==> config.mk <==
export PLATFORM = sky130hd
export DESIGN_NAME = pdm_decoder
export DESIGN_NICKNAME = d
export VERILOG_FILES = /design/src/rtl/pdm_decoder.sv
export SDC_FILE = /design/constraint.sdc
export NUM_CORES = 1
export LEC_CHECK = 0
export BUFFER_PORTS_ARGS = -buffer_cell sky130_fd_sc_hd__buf_4
export CAP_MARGIN = 20
export CORE_MARGIN = 8
export CORE_UTILIZATION = 35
export CTS_CLUSTER_DIAMETER = 50
export DETAILED_ROUTE_END_ITERATION = 16
export GPL_TIMING_DRIVEN = 0
export PLACE_DENSITY = 0.58
export SLEW_MARGIN = 25
export SYNTH_ARGS = -nofsm -noshare
export SYNTH_HDL_FRONTEND = slang
export SYNTH_SLANG_ARGS = --single-unit
==> constraint.sdc <==
create_clock -name CLOCK_50 -period 7.98 [get_ports CLOCK_50]
set_input_delay 1.197 -clock CLOCK_50 [delete_from_list [all_inputs] [get_ports CLOCK_50]]
set_output_delay 1.197 -clock CLOCK_50 [all_outputs]
set_load 0.01 [all_outputs]
==> src/rtl/pdm_decoder.sv <==
// PDM to PCM decoder: 3rd-order CIC decimator (DECIM:1) with a valid/ready output register.
// Latency: sample valid 2 cycles after the edge accepting the last bit of a frame; first 2 samples discarded.
// Backpressure: unconsumed sample is overwritten by the next; PDM_DECODER_OVERRUN_EN enables the sticky overrun flag.
module pdm_decoder #(
    parameter int NBITS = 24,
    parameter int DECIM = 256
) (
    input  logic             CLOCK_50,
    input  logic             reset,
    input  logic             din,
    input  logic             din_valid,
    output logic [NBITS-1:0] pcm_out,
    output logic             pcm_valid,
    input  logic             pcm_ready,
    output logic             overrun
);

    localparam int LOG = $clog2(DECIM);
    localparam int W   = 3 * LOG + 1;

    typedef enum logic {WARMUP, RUN} state_t;

    logic [W-1:0]     integ1, integ2, integ3;
    logic [W-1:0]     dly1, dly2, dly3;
    logic [W-1:0]     c1, c2, c3;
    logic [LOG-1:0]   dcnt;
    logic             dec_evt;
    logic             comb_vld;
    logic [NBITS-1:0] comb_pcm;
    state_t           state;
    logic             warm_cnt;

    // Integrators and decimation counter advance only on accepted bits.
    always_ff @(posedge CLOCK_50 or posedge reset) begin
        if (reset) begin
            integ1  <= '0;
            integ2  <= '0;
            integ3  <= '0;
            dcnt    <= '0;
            dec_evt <= 1'b0;
        end else begin
            dec_evt <= din_valid && (dcnt == {LOG{1'b1}});
            if (din_valid) begin
                integ1 <= integ1 + {{(W-1){1'b0}}, din};
                integ2 <= integ2 + integ1;
                integ3 <= integ3 + integ2;
                dcnt   <= dcnt + {{(LOG-1){1'b0}}, 1'b1};
            end
        end
    end

    always_comb begin
        c1 = integ3 - dly1;
        c2 = c1 - dly2;
        c3 = c2 - dly3;
    end

    // All three combs in one registered stage; the MSB flags a result at or above 2^(W-1).
    always_ff @(posedge CLOCK_50 or posedge reset) begin
        if (reset) begin
            dly1     <= '0;
            dly2     <= '0;
            dly3     <= '0;
            comb_vld <= 1'b0;
            comb_pcm <= '0;
        end else begin
            comb_vld <= dec_evt;
            if (dec_evt) begin
                dly1     <= integ3;
                dly2     <= c1;
                dly3     <= c2;
                comb_pcm <= c3[W-1] ? {NBITS{1'b1}} : c3[W-2 -: NBITS];
            end
        end
    end

    always_ff @(posedge CLOCK_50 or posedge reset) begin
        if (reset) begin
            state     <= WARMUP;
            warm_cnt  <= 1'b0;
            pcm_out   <= '0;
            pcm_valid <= 1'b0;
        end else begin
            if (comb_vld && state == WARMUP) begin
                warm_cnt <= 1'b1;
                if (warm_cnt)
                    state <= RUN;
            end else if (comb_vld) begin
                pcm_out   <= comb_pcm;
                pcm_valid <= 1'b1;
            end else if (pcm_valid && pcm_ready) begin
                pcm_valid <= 1'b0;
            end
        end
    end

`ifdef PDM_DECODER_OVERRUN_EN
    logic overrun_q;

    // A load while the held sample is still unconsumed loses that sample.
    always_ff @(posedge CLOCK_50 or posedge reset) begin
        if (reset)
            overrun_q <= 1'b0;
        else if (comb_vld && state == RUN && pcm_valid && !pcm_ready)
            overrun_q <= 1'b1;
    end

    assign overrun = overrun_q;
`else
    assign overrun = 1'b0;
`endif

endmodule

Yosys cells after proc, flatten, opt, wreduce, memory -nomap -nowiden
Index checks and enable logic that the tools add are counted.
{ "word_totals": {"register_bits": 211, "inputBits": 5, "output_inout_bits": 26, "wordCells": 34} }
{ "op_classes": {"n_bitwise": 2, "eq_ne": 1, "n_mux": 3, "reduce_logical": 7, "n_addsub": 7} }
{ "op_table": {"columns": ["cell", "count"], "rows": [
  ["$sub 25x25->25", 3],
  ["$add 25x25->25", 2],
  ["$add 25x1->25", 1],
  ["$mux 24", 1],
  ["$add 8x1->8 const B", 1],
  ["$eq 8x8->1 const B", 1],
  ["$reduce_and 2->1", 3],
  ["$logic_and 1x1->1", 3],
  ["$mux 1", 2],
  ["$not 1->1", 2],
  ["$reduce_bool 2->1", 1]
]} }

Longest topological paths before layout
{ "logic_depth": {"ltp_word": 4, "mapped_depth": 30, "depth_no_buf": 30} }

Worst setup path before layout
OpenSTA, ideal clock, no wires.
{ "synth_path": {"kind": "reg-to-reg", "from": "reg integ3[5]", "to": "reg comb_pcm[13]", "n_path_buf": 1, "t_required_ps": 7900, "slack_ps": 2546, "synth_period_minus_slack_ps": 5434, "arrival_ps": 5354, "setup_time_ps": 80, "path_stages_with_launch": 28, "cell_sequence": "dfrtp_1 ha_1 a21o_1 or3_1 o22a_1 a21o_1 a21oi_1 xnor2_1 ha_1 and3_1 a31oi_1 nand2_1 a21oi_1 o22ai_1 o21a_1 nor2_1 xnor2_1 ha_1 a21o_1 a21o_1 a21oi_1 a21boi_1 o22ai_2 o22ai_2 xnor2_4 inv_4 buf_12 a31oi_4"} }
{ "synth_between": {"elab_chain_cells": 4} }
{ "synth_rtl": {"columns": ["item", "line_no", "source"], "rows": [
  ["start, declared", "23", "logic [W-1:0] integ1, integ2, integ3;"],
  ["start signal, assigned", "46", "integ3 <= integ3 + integ2;"],
  ["$sub 25x25->25", "53", "c1 = integ3 - dly1;"],
  ["named net c1[10]", "25", "logic [W-1:0] c1, c2, c3;"],
  ["$sub 25x25->25", "54", "c2 = c1 - dly2;"],
  ["named net c2[17]", "25", null],
  ["$sub 25x25->25", "55", "c3 = c2 - dly3;"],
  ["$mux 24", "72", "comb_pcm <= c3[W-1] ? {NBITS{1'b1}} : c3[W-2 -: NBITS];"],
  ["end signal, assigned", "72", null],
  ["end, declared", "29", "logic [NBITS-1:0] comb_pcm;"]
]} }
The timed path passes the listed nets, and every way through them passes these cells.
A chain may end at the register's enable or synchronous reset.

Worst setup path in the final report
{ "layout_path": {"from": "reg integ3[0]", "to": "reg comb_pcm[12]"} }
Same word-level chain as after synthesis.

==> results by group <==
Run status
  • Result of the run: complete, no violations

STA
  • Relative slew slack: around a third
  • Final setup vio count: 0
  • Count of endpoints failing hold in the final timing report: 0
  • Crit path time final: 6.29 ns
  • Final Max Tran Viols: 0
  • Final Cycle Share: 78.9%
  • Max Clock Freq: 159 MHz
  • Setup skew after layout: 0.0122 ns
  • Measured slew at the worst slew-check pin: 1.03 ns
  • Unrepaired setup endpoints after global routing: no

Clock network
  • Cells resized by post-CTS repair: 0
  • CTS tree: built
  • Worst-Skew Late Latency: about 0.56 ns
  • Clk slew on worst S/H paths: 0.05 ns
  • Root buf cell: clkbuf_16
  • Inserted Clock Buffers: 30
  • Total clock sinks: ~210
  • Count of buffers added by post-CTS timing repair for setup: 0
  • H-Tree Level Count: 1
  • Clock Tree Buf Depth: 3
  • Number of hold buffers added after CTS: 0

Synth
  • Gate count after technology mapping: around 1500
  • Share of the yosys chip area belonging to registers: 38.0%
  • Yosys warning total: 0
  • EDFF count, synth: 0
  • Most used DFF post-synth: dfrtp_1
  • Share of flip-flops with an asynchronous set or reset after synthesis: 100%
  • Number of synthesized register bits: around 210
  • Number of nets produced by synthesis: between 1500 and 2000
  • Post-synthesis instance area: 13900 sq um
  • Mean post-synth cell area: 9.45 sq um
  • Synth cell types: 77

Setup path
  • Arrival time of data at the critical path endpoint: 6.77 ns
  • Delay of the slowest critical-path stage: 0.42 ns
  • End of the worst register-to-register path: comb_pcm[12]
  • CP Capture Type: flop
  • Worst Reg2Reg Path Length in Cells: 29
  • Worst EP required: 8.45 ns
  • Most frequent CP cell: a21oi_1
  • Type of origin of the critical path: flop
  • Top fanout value on the critical path: 10
  • Worst r2r src: integ3[0]
  • Slowest library cell on the worst path: fa_1
  • R2R Setup Slk: approximately 1.7 ns
  • Category of the critical setup timing path: reg2reg

Hold path
  • Number of stages on the worst hold path: 1
  • Startpoint of the worst hold path: warm_cnt
  • Hold worst-path end: warm_cnt
  • Class of the worst hold path: reg2reg

Drt
  • Average wire per standard cell: between 10 and 15 um
  • First-pass iteration count of the detailed router: 5
  • Drc violations: 0
  • Via/cell ratio: 4.93
  • Violation count after the first detailed-route iteration: between 400 and 500
  • Total number of vias: 10300
  • Antenna Nets Post-Route: 0
  • Routed Wire Length: 29000 um

Global routing
  • All-Layer GR Usage: 12.6%
  • Via count of the first global-routing pass: 10300
  • Wire length of the first global-routing pass: just over 50000 um
  • Pin count of the biggest net entering global routing: 93
  • Global route total overflow: 0
  • Number of antenna violations at the first check in global routing: 0

Final layout
  • Final core utilization: between 40% and 50%
  • Number of antenna cells inserted: 0
  • Fillers: 3930
  • Layout overhead on the synthesized area: 14.3%
  • Fraction of layout cells with a size suffix above 1: around an eighth
  • Final net count: approximately 1700

Place
  • Total half-perimeter wirelength after legalization and detailed placement: 21900 um
  • Port buffer count: 28
  • Routability Congestion: 0.807

Die
  • I/O pins: 31
  • Die span in y: 215 um
  • Floorplan Core Area: 39500 sq um
  • Row count: 73
  • Area enclosed by the die boundary: roughly 46000 sq um
  • Starting density of the core: 35.2%
  • Die W: 215 um

Flow run
  • Number of maximum-capacitance violations: 0
-- sequential cells by signal, summed over array words and instances, names as in the netlist, 8 cells and up --
signal and count:
dly1 25, dly2 25, dly3 25, integ1 25, integ2 25, integ3 25, comb_pcm 24, pcm_out 24
dcnt 8
-- worst max path at each step --
stage	start	endpoint	slack (ns)	cells past startpoint
floorplan	reset	comb_pcm[0]	1.02	1
global placement	reset	integ1[23]	-1.53	2
detailed placement	integ3[0]	comb_pcm[19]	1.69	29
CTS	integ3[0]	comb_pcm[19]	1.67	29
global route	integ3[0]	comb_pcm[12]	1.28	29
finish	integ3[0]	comb_pcm[12]	1.69	29
-- area by class of cell --
class	instances	area (sq um)	share of cell area, %
Buffer	36	156	0.985
Clock buffer	39	846	5.33
Clock inverter	16	216	1.36
Inverter	123	472	2.97
Multi-Input combinational cell	1100	7990	50.3
Sequential cell	211	5280	33.3
Tap cell	525	657	4.14
Timing Repair Buffer	30	265	1.67
-- cell usage after synthesis, types with 4 or more instances --
library cell / number / area (sq um)
inv_1: 119 / 447
or3_1: 10 / 62.6
nand3_1: 26 / 130
clkbuf_1: 25 / 93.8
nand4_1: 13 / 81.3
xnor2_1: 90 / 788
a31o_2: 4 / 35.0
nor2_1: 92 / 345
o31ai_1: 9 / 67.6
xor2_1: 40 / 350
ha_1: 123 / 1540
a21oi_1: 101 / 505
nand2_1: 136 / 510
and3_1: 18 / 113
o2111ai_1: 4 / 35.0
o211ai_1: 6 / 45.0
nor3_1: 21 / 105
buf_1: 8 / 30.0
a31oi_1: 16 / 100
and4_1: 4 / 35.0
a31oi_4: 11 / 234
nor2b_1: 11 / 68.8
nand2b_1: 18 / 113
dfrtp_1: 211 / 5280
and2_1: 4 / 25.0
a211oi_1: 6 / 45.0
fa_1: 5 / 100
o21ai_1: 15 / 75.1
mux2_2: 65 / 732
o21ai_0: 109 / 546
a21o_1: 49 / 368
o21a_1: 23 / 173
o21bai_1: 17 / 128
-- critical path, delay by kind of cell (launching register included) --
family	cells	cell delay, ns
AND/OR/NAND/NOR	4	0.60
XOR/XNOR	3	0.64
buffers and inverters	3	0.36
flip-flops	1	0.38
AO/OA/AOI/OAI	15	2.95
adder cells (fa/ha/maj)	4	1.30
-- cells by family after synthesis --
group                      synth area share, %
AOI/OAI and AO/OA                         19.3
muxes                                     5.42
other                                   0.0270
xor gates and xnor gates                  8.75
buffers and inverters                     4.47
and+or+nand+nor                           12.2
adders and majority gates                 11.8
DFF                                       38.0
-- stage by stage --
| stage | setup slack [ns] | instances | instance area, sq um | hold slack [ns] | setup TNS, ns |
|---|---|---|---|---|---|
| floorplan | 1.02 | 1470 | 13900 | 0.423 | 0 |
| global placement | -1.53 | 2023 | 14800 | 0.439 | -316.02 |
| detailed placement | 1.69 | 2025 | 14800 | 0.445 | 0 |
| CTS | 1.67 | 2080 | 15900 | 0.458 | 0 |
| global route | 1.28 | 2080 | 15900 | 0.471 | 0 |
| finish | 1.69 | 2080 | 15900 | 0.456 | 0 |
-- cells in the final DEF, fill, tap and decap left out, types with 31 or more instances in the layout --
cell type,count
a21o_1,49
a21oi_1,101
clkbuf_16,31
dfrtp_1,211
ha_1,123
inv_1,118
mux2_2,65
nand2_1,136
nor2_1,92
o21ai_0,109
xnor2_1,90
xor2_1,40
-- per-layer routing --
layer	share of wire (%)	wire [um]	global-route usage (%)	vias up
li1	-	-	-	5293
met1	47	13700	15.9	4804
met2	47	13600	21.9	110
met3	3.3	960	2.22	47
met4	2.5	736	3.54	0
met5	0	0	0	-
Power is not shown: default switching activity piles up to over one toggle a cycle in this logic, so the estimate is an artifact.
